--- config.mk ---
export PLATFORM = sky130hd
export DESIGN_NAME = miner_host_loader
export DESIGN_NICKNAME = d
export VERILOG_FILES = /design/src/rtl/miner_bus_pkg.sv /design/src/rtl/avalon_word_xfer.sv /design/src/rtl/miner_host_loader.sv
export SDC_FILE = /design/constraint.sdc
export NUM_CORES = 1
export LEC_CHECK = 0
export CAP_MARGIN = 20
export CORE_AREA = 2 2 303 305
export DETAILED_ROUTE_END_ITERATION = 8
export DIE_AREA = 0 0 305 307
export GPL_ROUTABILITY_DRIVEN = 0
export SETUP_SLACK_MARGIN = 0.1
export SLEW_MARGIN = 20
export SYNTH_ARGS = -nofsm -noshare
export SYNTH_HDL_FRONTEND = slang
export SYNTH_SLANG_ARGS = --single-unit
export TNS_END_PERCENT = 20
--- constraint.sdc ---
create_clock -name clk -period 15.4 [get_ports clk]
set_input_delay 3.08 -clock clk [delete_from_list [all_inputs] [get_ports clk]]
set_output_delay 3.08 -clock clk [all_outputs]
set_load 0.02 [all_outputs]
--- src/rtl/miner_bus_pkg.sv ---
// Shared constants for the host-side loader of the miner CSR slave:
// register map, status bit positions, control words and loader states.
package miner_bus_pkg;

    localparam int WORD_W = 32;
    localparam int ADDR_W = 5;

    localparam logic [ADDR_W-1:0] ADDR_CTRL   = 5'd0;
    localparam logic [ADDR_W-1:0] ADDR_STATUS = 5'd1;
    localparam logic [ADDR_W-1:0] ADDR_NONCE  = 5'd2;
    localparam logic [ADDR_W-1:0] ADDR_MSG    = 5'd3;
    localparam logic [ADDR_W-1:0] ADDR_TGT    = 5'd16;

    localparam int NUM_MSG_WORDS = 13;
    localparam int NUM_TGT_WORDS = 8;

    // Status bit 0 (complete) is informational and never steers the loader.
    localparam int STAT_FOUND     = 1;
    localparam int STAT_EXHAUSTED = 2;

    localparam logic [WORD_W-1:0] CTRL_SET = 32'h0000_0003;
    localparam logic [WORD_W-1:0] CTRL_CLR = 32'h0000_0000;

    typedef enum logic [3:0] {
        S_IDLE,
        S_WR_TGT,
        S_WR_MSG,
        S_CTRL_SET,
        S_CTRL_CLR,
        S_POLL_WAIT,
        S_POLL,
        S_RD_NONCE,
        S_FINISH
    } state_t;

endpackage

--- src/rtl/avalon_word_xfer.sv ---
// Single-word Avalon-MM handshake: forwards the caller's request onto the bus
// (write wins over read), idles the bus at zero, and flags completion.
module avalon_word_xfer
    import miner_bus_pkg::*;
(
    input  logic              i_req_write,
    input  logic              i_req_read,
    input  logic [ADDR_W-1:0] i_addr,
    input  logic [WORD_W-1:0] i_wdata,
    output logic              o_done,
    output logic [WORD_W-1:0] o_rdata,
    output logic [ADDR_W-1:0] o_m_address,
    output logic              o_m_write,
    output logic              o_m_read,
    output logic [WORD_W-1:0] o_m_writedata,
    input  logic [WORD_W-1:0] i_m_readdata,
    input  logic              i_m_waitrequest
);

    logic w_read;
    logic w_active;

    // The caller holds its request steady until o_done, so the bus stays
    // stable through every stall cycle.
    assign w_read        = i_req_read & ~i_req_write;
    assign w_active      = i_req_write | w_read;
    assign o_m_write     = i_req_write;
    assign o_m_read      = w_read;
    assign o_m_address   = w_active ? i_addr : '0;
    assign o_m_writedata = i_req_write ? i_wdata : '0;
    assign o_done        = w_active & ~i_m_waitrequest;
    assign o_rdata       = i_m_readdata;

endmodule

--- src/rtl/miner_host_loader.sv ---
// Host-side Avalon-MM master: loads one job into the miner CSR slave, pulses
// the new-target/new-message strobes, then polls status and reports the result.
module miner_host_loader
    import miner_bus_pkg::*;
#(
    parameter int POLL_GAP  = 16,
    parameter int MAX_POLLS = 65535
) (
    input  logic              clk,
    input  logic              n_rst,
    input  logic              start,
    input  logic [407:0]      job_msg,
    input  logic [255:0]      job_target,
    output logic              busy,
    output logic              done,
    output logic              found,
    output logic              exhausted,
    output logic              timeout,
    output logic [31:0]       nonce,
    output logic [ADDR_W-1:0] m_address,
    output logic              m_write,
    output logic              m_read,
    output logic [WORD_W-1:0] m_writedata,
    input  logic [WORD_W-1:0] m_readdata,
    input  logic              m_waitrequest
);

    localparam logic [15:0] GAP_LAST   = 16'(POLL_GAP - 1);
    localparam logic [15:0] POLL_LIMIT = 16'(MAX_POLLS);
    localparam state_t      AFTER_READ = (POLL_GAP == 0) ? S_POLL : S_POLL_WAIT;

    state_t        r_state;
    logic [3:0]    r_idx;
    logic [15:0]   r_gap_cnt;
    logic [15:0]   r_poll_cnt;
    logic [407:0]  r_msg;
    logic [255:0]  r_tgt;
    logic          r_found;
    logic          r_exhausted;
    logic          r_timeout;
    logic [31:0]   r_nonce;

    logic              w_req_write;
    logic              w_req_read;
    logic [ADDR_W-1:0] w_addr;
    logic [WORD_W-1:0] w_wdata;
    logic [WORD_W-1:0] w_rdata;
    logic              w_xfer_done;
    logic [415:0]      w_msg_words;
    logic [8:0]        w_bit;
    logic [15:0]       w_poll_next;

    // Padding the header with the nonce-byte slot lines every register up on
    // a 32-bit boundary: word k of this vector is register 3+k.
    assign w_msg_words = {r_msg, 8'h00};
    assign w_bit       = {r_idx, 5'd0};
    assign w_poll_next = r_poll_cnt + 16'd1;

    // NOTE: defaults first so no path through the case leaves a latch.
    always_comb begin
        w_req_write = 1'b0;
        w_req_read  = 1'b0;
        w_addr      = '0;
        w_wdata     = '0;
        case (r_state)
            S_WR_TGT: begin
                w_req_write = 1'b1;
                w_addr      = ADDR_TGT + {1'b0, r_idx};
                w_wdata     = r_tgt[w_bit +: 32];
            end
            S_WR_MSG: begin
                w_req_write = 1'b1;
                w_addr      = ADDR_MSG + {1'b0, r_idx};
                w_wdata     = w_msg_words[w_bit +: 32];
            end
            S_CTRL_SET: begin
                w_req_write = 1'b1;
                w_addr      = ADDR_CTRL;
                w_wdata     = CTRL_SET;
            end
            S_CTRL_CLR: begin
                w_req_write = 1'b1;
                w_addr      = ADDR_CTRL;
                w_wdata     = CTRL_CLR;
            end
            S_POLL: begin
                w_req_read = 1'b1;
                w_addr     = ADDR_STATUS;
            end
            S_RD_NONCE: begin
                w_req_read = 1'b1;
                w_addr     = ADDR_NONCE;
            end
            default: ;
        endcase
    end

    avalon_word_xfer u_xfer (
        .i_req_write     (w_req_write),
        .i_req_read      (w_req_read),
        .i_addr          (w_addr),
        .i_wdata         (w_wdata),
        .o_done          (w_xfer_done),
        .o_rdata         (w_rdata),
        .o_m_address     (m_address),
        .o_m_write       (m_write),
        .o_m_read        (m_read),
        .o_m_writedata   (m_writedata),
        .i_m_readdata    (m_readdata),
        .i_m_waitrequest (m_waitrequest)
    );

    // NOTE: job payload registers carry no reset; they only reach the bus
    // while the FSM is past IDLE, which requires a fresh capture.
    always_ff @(posedge clk) begin
        if (r_state == S_IDLE && start) begin
            r_msg <= job_msg;
            r_tgt <= job_target;
        end
    end

    always_ff @(posedge clk or negedge n_rst) begin
        if (!n_rst) begin
            r_state     <= S_IDLE;
            r_idx       <= '0;
            r_gap_cnt   <= '0;
            r_poll_cnt  <= '0;
            r_found     <= 1'b0;
            r_exhausted <= 1'b0;
            r_timeout   <= 1'b0;
            r_nonce     <= '0;
        end else begin
            case (r_state)
                S_IDLE: if (start) begin
                    r_state     <= S_WR_TGT;
                    r_idx       <= '0;
                    r_poll_cnt  <= '0;
                    r_found     <= 1'b0;
                    r_exhausted <= 1'b0;
                    r_timeout   <= 1'b0;
                    r_nonce     <= '0;
                end
                S_WR_TGT: if (w_xfer_done) begin
                    if (r_idx == 4'(NUM_TGT_WORDS - 1)) begin
                        r_idx   <= '0;
                        r_state <= S_WR_MSG;
                    end else begin
                        r_idx <= r_idx + 4'd1;
                    end
                end
                S_WR_MSG: if (w_xfer_done) begin
                    if (r_idx == 4'(NUM_MSG_WORDS - 1)) begin
                        r_idx   <= '0;
                        r_state <= S_CTRL_SET;
                    end else begin
                        r_idx <= r_idx + 4'd1;
                    end
                end
                S_CTRL_SET: if (w_xfer_done) r_state <= S_CTRL_CLR;
                S_CTRL_CLR: if (w_xfer_done) begin
                    r_gap_cnt <= '0;
                    r_state   <= AFTER_READ;
                end
                S_POLL_WAIT: begin
                    if (r_gap_cnt == GAP_LAST) r_state <= S_POLL;
                    else r_gap_cnt <= r_gap_cnt + 16'd1;
                end
                S_POLL: if (w_xfer_done) begin
                    r_poll_cnt <= w_poll_next;
                    if (w_rdata[STAT_FOUND]) begin
                        r_state <= S_RD_NONCE;
                    end else if (w_rdata[STAT_EXHAUSTED]) begin
                        r_exhausted <= 1'b1;
                        r_state     <= S_FINISH;
                    end else if (w_poll_next == POLL_LIMIT) begin
                        r_timeout <= 1'b1;
                        r_state   <= S_FINISH;
                    end else begin
                        r_gap_cnt <= '0;
                        r_state   <= AFTER_READ;
                    end
                end
                S_RD_NONCE: if (w_xfer_done) begin
                    r_nonce <= w_rdata;
                    r_found <= 1'b1;
                    r_state <= S_FINISH;
                end
                S_FINISH: r_state <= S_IDLE;
                default:  r_state <= S_IDLE;
            endcase
        end
    end

    assign busy      = (r_state != S_IDLE) && (r_state != S_FINISH);
    assign done      = (r_state == S_FINISH);
    assign found     = r_found;
    assign exhausted = r_exhausted;
    assign timeout   = r_timeout;
    assign nonce     = r_nonce;

endmodule

==> results of run 1 <==
[per-layer routing]
layer  vias to the layer above  GRT usage, %  wire length, um
li1                       8077             -                -
met1                      9332          22.4            34700
met2                       751          37.3            52100
met3                       145          6.44             7570
met4                        36          4.55             1740
met5                         -             0              241
[placed cells by master, fill, tap and decap left out, types with 17 or more instances in the layout]
cell and n:
clkdlybuf4s50_1 774, edfxtp_1 664, nand2_1 166, mux4_2 156, clkbuf_16 83, dfrtp_1 72, o21ai_0 40, nor2_1 33
a22o_1 33, mux2i_1 32, a21oi_1 27, nand3_1 27, a311oi_1 26, a32o_1 25, clkbuf_1 23, buf_4 23
o31ai_1 19, a31oi_1 17
[flip-flops by register name (all words and copies together), names as in the netlist]
name	count
timeout	1
r_state	4
r_tgt	256
nonce	32
r_gap_cnt	16
exhausted	1
found	1
r_idx	4
r_poll_cnt	16
r_msg	408
[worst max-delay path: stages, from the launching register on]
cell and delay, ps:
dfrtp_4 880, buf_4 640, buf_4 770, mux4_2 350, nand2_1 70, a32o_1 300, a311oi_1 730, clkdlybuf4s50_1 770
[Yosys cell counts (all sizes together), types with 28 or more instances]
| master | instances | share of area (%) |
|---|---|---|
| o21ai | 40 | 0.68 |
| mux4 | 156 | 12 |
| a22o | 33 | 0.98 |
| dfrtp | 75 | 6.4 |
| a21oi | 28 | 0.48 |
| edfxtp | 664 | 68 |
| mux2i | 32 | 1.1 |
| buf | 28 | 0.44 |
| nand2 | 166 | 2.1 |
| nor2 | 37 | 0.47 |
| clkbuf | 69 | 0.88 |
[worst max path at each step]
| stage | cells after the start | to |
|---|---|---|
| after floorplan | 2 | r_msg[0]$_DFFE_PP_ |
| after global placement | 7 | m_writedata[8] |
| after detailed placement | 7 | m_writedata[31] |
| after CTS | 7 | m_writedata[31] |
| after global routing | 7 | m_writedata[31] |
| final | 7 | m_writedata[31] |
[final cells by class]
| cell class | instances | share of cell area [%] |
|---|---|---|
| Antenna cell | 12 | 0.0729 |
| Clock buffer | 106 | 5.25 |
| Clock inverter | 45 | 1.18 |
| Inverter | 16 | 0.158 |
| Multi-Input combinational cell | 740 | 17.4 |
| Sequential cell | 739 | 53.0 |
| Tap cell | 1186 | 3.60 |
| Timing Repair Buffer | 800 | 19.4 |
[power by group]
group	total [mW]	switching, mW	internal (mW)
Sequential	2.74	0.162	2.57
Combinational	2.04	1.10	0.941
Clock	1.92	0.830	1.09
[metrics by stage]
stage / area (um^2) / util, % / std cells / total power, mW / hold WS (ps)
2_1_floorplan: 29400 / - / 1592 / 4.07 / 481
3_3_place_gp: 38400 / 42.4 / 3479 / 4.81 / 485
3_5_place_dp: 38500 / 42.4 / 3480 / 4.85 / 486
4_1_cts: 41100 / 45.3 / 3631 / 6.79 / 502
5_1_grt: 41200 / 45.4 / 3639 / 6.99 / 509
6_report: 41200 / 45.4 / 3644 / 6.70 / 498
[kinds of logic after synthesis]
kind of cell	synth area share [%]
flops	74.3
simple gates	4.90
compound gates	5.74
mux	13.1
buf+inv	1.53
xor+xnor	0.209
fa+ha+maj	0.213
==> impl_metrics.tcl, run 1 <==
set metrics [dict create \
    leakagePower_nw 13.8 \
    path_clk_slew_ps 60 \
    hold_viol 0 \
    holdBufCountCts 0 \
    cts_setup_buffers 0 \
    cts_resized 0 \
    ys_types 58 \
    htreeDepth 3 \
    relSlewSlack_pct 27.7 \
    synth_seq_area_share_pct 74.3 \
    synth_flop_cell "edfxtp_1" \
    ir_worst_vdd_v 0.000139 \
    syn_area_mm2 0.0294 \
    die_area_mm2 0.0936 \
    grt_pass1_vias 19400 \
    nets 3085 \
    finalClockSkew_ps 29.4 \
    rows 111 \
    crit_fanout 52 \
    rr_startpoint "r_state[2]$_DFFE_PN0P_" \
    drv_cap 0 \
    via_per_inst 5.03 \
    reg2regPathDepth 6 \
    die_h_um 307 \
    cp-end-kind "primary output" \
    pin_count 776 \
    setup_viol 0 \
    r2r_setup_slack_ps 10480 \
    vias 18300 \
    hp-class "flop to flop" \
    drive_gt1_share_pct 12.8 \
    grt_pass1_wl_mm 136 \
    tns_ps 0 \
    port_buffers 775 \
    cts_buffers 83 \
    grt_overflow 0 \
    synth-seq-cells 739 \
    holdCritStartpoint "nonce[18]$_DFFE_PN0P_" \
    synth_edf_count 664 \
    crit_start "r_idx[0]$_DFFE_PN0P_" \
    cts_tree "built" \
    synthToLayoutAreaGrowth_pct 40.3 \
    outcome "finished clean" \
    power.density_mw_per_mm2 163 \
    pre_cts_slack_ps 7410 \
    die_x_um 305 \
    firstDrtPassIters 5 \
    fin_crit_sh_pct 54.3 \
    drc 0 \
    drt_wl_total_mm 96.4 \
    ff_latch_area_mm2 0.0218 \
    cts_sinks 739 \
    worst_pin_slew_ps 1080 \
    clock_path_buffers 3 \
    syn_area_per_cell_um2 18.4 \
    rr_endpoint "r_tgt[240]$_DFFE_PP_" \
    crit_arrival_ps 5280 \
    core_area_mm2 0.0907 \
    multiInputGateArea_mm2 0.00715 \
    worstPathRequired_ps 12320 \
    hold_depth 1 \
    crit_type "flop to primary output" \
    wl_per_cell_um 26.5 \
    synthCells 1592 \
    drt_first_iter_violations 1699 \
    fmax_mhz 120 \
    grt_max_degree 85 \
    grt.total_usage_pct 20.1 \
    nFillCells 7784 \
    drtAntennaViolNets 0 \
    startpoint_type "flop" \
    timing.final.ws_setup_ps 7040 \
    rsz0062_at_grt "false" \
    synth_warnings 0 \
    start_util_pct 32.4 \
    fin_crit_ps 8360 \
    syn_nets 2297 \
    insertion_delay_ps 660 \
    synthArstFlopShare_pct 10.1 \
    slew_viol_final 0 \
    root_buffer "clkbuf_16" \
    holdPathEnd "nonce[18]$_DFFE_PN0P_" \
    dp_hpwl_mm 72.2 \
    antenna_found_initial 30 \
]
Note: power is estimated with default switching activity, not from simulation.
==> run 2: changes to the inputs <==
==> constraint.sdc (replaced) <==
create_clock -name clk -period 7.4 [get_ports clk]
set_input_delay 1.48 -clock clk [delete_from_list [all_inputs] [get_ports clk]]
set_output_delay 1.48 -clock clk [all_outputs]
set_load 0.02 [all_outputs]
==> impl_metrics.tcl, run 2 (same netlist as run 1, synthesis figures left out) <==
set metrics [dict create \
    max_stage_delay_ps 730 \
    path_clk_slew_ps 60 \
    slew_viol_final 0 \
    worstPathRequired_ps 5920 \
    seqPwrFrac_pct 40.1 \
    die_h_um 307 \
    drtAntennaViolNets 0 \
    finalClockSkew_ps 23.6 \
    cts_setup_buffers 0 \
    start_util_pct 32.4 \
    outcome "finished clean" \
    holdBufCountCts 0 \
    pin_count 776 \
    p_int_mw 9.73 \
    largest_reg_flops 408 \
    grt_pass1_wl_mm 135 \
    wl_per_cell_um 26.3 \
    placed_cells 3485 \
    crit_fanout 27 \
    grt.total_usage_pct 20.0 \
    drive_gt1_share_pct 13.5 \
    drv_cap 0 \
    tns_ps 0 \
    power_frac_clock_pct 29.3 \
    setup_viol 0 \
    fin_crit_ps 6060 \
    final_cells 3645 \
    timing.hold.ws_ps 494 \
    nFillCells 7767 \
    nets 3089 \
    htreeDepth 3 \
    via_per_inst 5.00 \
    p_comb_share_pct 30.6 \
    critPathSlowestCell "dfrtp_1" \
    worst_pin_slew_ps 995 \
    startpoint_type "flop" \
    drc 0 \
    cts_tree "built" \
    power.density_mw_per_mm2 341 \
    cts_resized 0 \
    fmax_mhz 165 \
    relSlewSlack_pct 33.5 \
    final_cell_mix "clkdlybuf4s50_1, edfxtp_1, nand2_1" \
    leakagePower_nw 13.9 \
    cts_sinks 739 \
    cp_top_family "buffers and inverters" \
    rsz0062_at_grt "false" \
    rows 111 \
    core_area_mm2 0.0907 \
    cp-end-kind "primary output" \
    p_sw_mw 4.38 \
    firstDrtPassIters 6 \
    path_cells "or4b_4 > buf_4 > mux4_2 > mux2i_1 > a32o_1 > a311oi_1 > clkdlybuf4s50_1" \
    path_buf_inv 2 \
    insertion_delay_ps 660 \
    grt_max_degree 201 \
    grt_overflow 0 \
    grt_pass1_vias 19200 \
    vias 18200 \
    final_common_cell "clkdlybuf4s50_1" \
    timing.final.ws_setup_ps 1340 \
    finalPower_mw 14.1 \
    synthToLayoutAreaGrowth_pct 40.8 \
    root_buffer "clkbuf_16" \
    crit_type "flop to primary output" \
    die_x_um 305 \
    die_area_mm2 0.0936 \
    antenna_found_initial 21 \
    dp_hpwl_mm 71.6 \
    clock_path_buffers 3 \
    drt_first_iter_violations 1618 \
    drt_wl_total_mm 95.8 \
    pre_cts_slack_ps 1890 \
    port_buffers 775 \
    top_register "r_msg" \
    ir_worst_vdd_v 0.000185 \
    p_sw_share_pct 31.0 \
    hold_viol 0 \
    cts_buffers 82 \
    crit_arrival_ps 4580 \
    fin_crit_sh_pct 81.8 \
    hp-class "flop to flop" \
]
[run 2: cell count changes in the layout (fill, tap and decap cells not counted), sizes merged]
cell / delta
clkbuf: -10
clkinv: -3
inv: +2
diode: -4
buf: +5
clkinvlp: +6
bufinv: +5
[run 2: area by class of cell]
cell class                 count  area [um^2]  area share [%]
sequential                   739        21800            52.8
timing repair buffer         805         8060            19.5
multi-input combinational    740         7160            17.3
clock buffer                  96         2100            5.09
tap                         1186         1480            3.59
clock inverter                55          623            1.51
inverter                      16         65.1           0.157
antenna                        8         20.0          0.0484
[run 2: final timing paths]
path                            depth (start not counted)                      to              startpoint  slack, ps
worst max-delay path                                    7          m_writedata[9]  r_state[0]$_DFFE_PN0P_       1340
worst min-delay path                                    1       found$_DFFE_PN0P_       found$_DFFE_PN0P_        490
worst max register to register                          7  r_state[1]$_DFFE_PN0P_    r_idx[1]$_DFFE_PN0P_       3950
min in group asynchronous                               1     timeout$_DFFE_PN0P_                   n_rst       1000
max in group asynchronous                               1    r_idx[1]$_DFFE_PN0P_                   n_rst       5680
worst min register to register                          1       found$_DFFE_PN0P_       found$_DFFE_PN0P_        490
[run 2: routing by layer]
layer / track usage (%) / routed length, um / vias to the layer above
met1: 22.9 / 35100 / 9244
met2: 36.7 / 51500 / 754
met5: 0 / 118 / -
met3: 5.26 / 6850 / 129
met4: 5.83 / 2180 / 18
li1: - / - / 8087
[run 2: through the flow]
step | cell area [um^2] | utilization [%]
2_1_floorplan | 29400 | -
3_5_place_dp | 38600 | 42.5
6_report | 41300 | 45.6
3_3_place_gp | 38600 | 42.5
4_1_cts | 41300 | 45.5
5_1_grt | 41300 | 45.6
[run 2: power groups by stage]
stage | clock network, mW | logic, mW | registers, mW
2_1_floorplan | 0 | 2.53 | 5.93
3_3_place_gp | 0 | 4.35 | 5.72
3_5_place_dp | 0 | 4.39 | 5.75
4_1_cts | 4.25 | 4.41 | 5.67
5_1_grt | 4.39 | 4.63 | 5.71
6_report | 4.13 | 4.32 | 5.66
==> run 3: changes to the inputs <==
==> constraint.sdc (replaced) <==
create_clock -name clk -period 5.49 [get_ports clk]
set_input_delay 1.098 -clock clk [delete_from_list [all_inputs] [get_ports clk]]
set_output_delay 1.098 -clock clk [all_outputs]
set_load 0.02 [all_outputs]
==> impl_metrics.tcl, run 3 (same netlist as run 1, synthesis figures left out) <==
set metrics [dict create \
    path_clk_slew_ps 60 \
    drtAntennaViolNets 0 \
    reg2regPathDepth 6 \
    largest_reg_flops 408 \
    ff_latch_area_mm2 0.0218 \
    firstDrtPassIters 5 \
    drive_gt1_share_pct 14.1 \
    fmax_mhz 194 \
    cts_sinks 739 \
    final_util_pct 45.9 \
    path_buf_inv 3 \
    core_area_mm2 0.0907 \
    nFillCells 7749 \
    slew_viol_final 0 \
    ir_worst_vdd_v 0.000266 \
    cts_buffers 84 \
    worst_pin_slew_ps 1120 \
    crit_arrival_ps 4060 \
    via_per_inst 5.06 \
    clock_path_buffers 3 \
    hold_viol 0 \
    top_register "r_msg" \
    die_area_mm2 0.0936 \
    pin_count 776 \
    die_h_um 307 \
    cp.depth 8 \
    antenna_found_initial 28 \
    fin_crit_sh_pct 93.9 \
    hp-class "flop to flop" \
    grt_max_degree 194 \
    path_cells "or4b_4 > buf_12 > buf_4 > mux4_2 > nand2_1 > a32o_1 > a311oi_1 > clkdlybuf4s50_1" \
    dp_hpwl_mm 72.3 \
    finish.instance_area_mm2 0.0416 \
    port_buffers 775 \
    startpoint_type "flop" \
    relSlewSlack_pct 25.1 \
    drt_wl_total_mm 99.4 \
    fin_crit_ps 5150 \
    max_stage_delay_ps 680 \
    drt_first_iter_violations 1683 \
    insertion_delay_ps 660 \
    start_util_pct 32.4 \
    grt.total_usage_pct 20.7 \
    grt_pass1_wl_mm 138 \
    postPlaceCellArea_mm2 0.0387 \
    crit_type "flop to primary output" \
    multiInputGateArea_mm2 0.00717 \
    grt_overflow 0 \
    nets 3101 \
    critPathSlowestCell "clkdlybuf4s50_1" \
    drv_cap 0 \
    drc 0 \
    htreeDepth 3 \
    cp-end-kind "primary output" \
    leakagePower_nw 14.1 \
    rsz0062_at_grt "false" \
    finalPower_mw 19.3 \
    final_cell_mix "clkdlybuf4s50_1, edfxtp_1, nand2_1" \
    die_x_um 305 \
    root_buffer "clkbuf_16" \
    rows 111 \
    cts_tree "built" \
    wl_per_cell_um 27.1 \
    hold_depth 2 \
    outcome "finished clean" \
    power.density_mw_per_mm2 465 \
    vias 18500 \
    synthToLayoutAreaGrowth_pct 41.8 \
    setup_viol 0 \
    worstPathRequired_ps 4390 \
    cp_top_family "buffers and inverters" \
    final_common_cell "clkdlybuf4s50_1" \
    crit_fanout 15 \
    grt_pass1_vias 19600 \
    finalClockSkew_ps 21.9 \
]
## run 3: cell types whose count changed in the layout (fill, tap and decap cells not counted), moves of 2 or more
cell             previous run  this run
buf_12                      5        15
diode_2                     8        16
clkinvlp_4                  9         3
clkdlybuf4s50_1           774       769
clkbuf_16                  82        86
buf_4                      25        28
clkbuf_1                   14        12
clkbuf_4                    0         2
clkinv_1                   14        16
clkinv_4                    1         3
clkinv_8                    1         3
## run 3: final cells by class
class                   instances  share of cell area (%)
multi-input cells             741                    17.2
diodes                         16                  0.0962
flip-flops and latches        739                    52.4
clock buffers                 100                    5.32
well taps                    1186                    3.57
clock inverters                54                    1.40
inverters                      16                   0.156
repair buffers                814                    19.8
## run 3: worst paths after layout
path / start / to / slack (ps)
setup / recovery: r_state[0]$_DFFE_PN0P_ / m_writedata[14] / 340
hold / removal: timeout$_DFFE_PN0P_ / timeout$_DFFE_PN0P_ / 490
setup reg to reg: r_state[2]$_DFFE_PN0P_ / r_tgt[159]$_DFFE_PP_ / 2410
hold reg to reg: timeout$_DFFE_PN0P_ / timeout$_DFFE_PN0P_ / 490
max in group asynchronous: n_rst / r_idx[0]$_DFFE_PN0P_ / 4040
min in group asynchronous: n_rst / r_poll_cnt[4]$_DFFE_PN0P_ / 690
## run 3: per-stage QoR
| step | setup TNS [ps] | std cells | hold slack [ps] | setup WS (ps) |
|---|---|---|---|---|
| after floorplan | -4213500 | 1592 | 481 | -6060 |
| final | 0 | 3666 | 489 | 336 |
| after global routing | 0 | 3662 | 513 | 116 |
| after global placement | 0 | 3491 | 466 | 615 |
| after detailed placement | 0 | 3491 | 480 | 611 |
| after CTS | 0 | 3649 | 494 | 197 |
## run 3: power breakdown
group	switching (mW)	internal, mW
sequential	0.402	7.21
combinational	3.28	2.78
clock	2.34	3.33
## run 3: worst register-to-register path: stages (launching register included)
cell	delay [ps]
dfrtp_1	500
buf_4	260
nor2_1	390
nand3_4	230
clkinvlp_4	300
buf_12	310
buf_16	560
## run 3: per-layer routing
| metal | GRT usage [%] | vias to the layer above | wire length, um |
|---|---|---|---|
| met5 | 0 | - | 164 |
| met4 | 6.72 | 26 | 2480 |
| met3 | 5.65 | 159 | 7090 |
| met2 | 37.9 | 802 | 53700 |
| met1 | 23.2 | 9426 | 35900 |
| li1 | - | 8122 | - |
## run 3: timing repair
item,4_1_cts,5_1_grt
setup endpoints to repair,16,0
resized for setup,2,0
hold buffers,0,0
buffers inserted,3,0
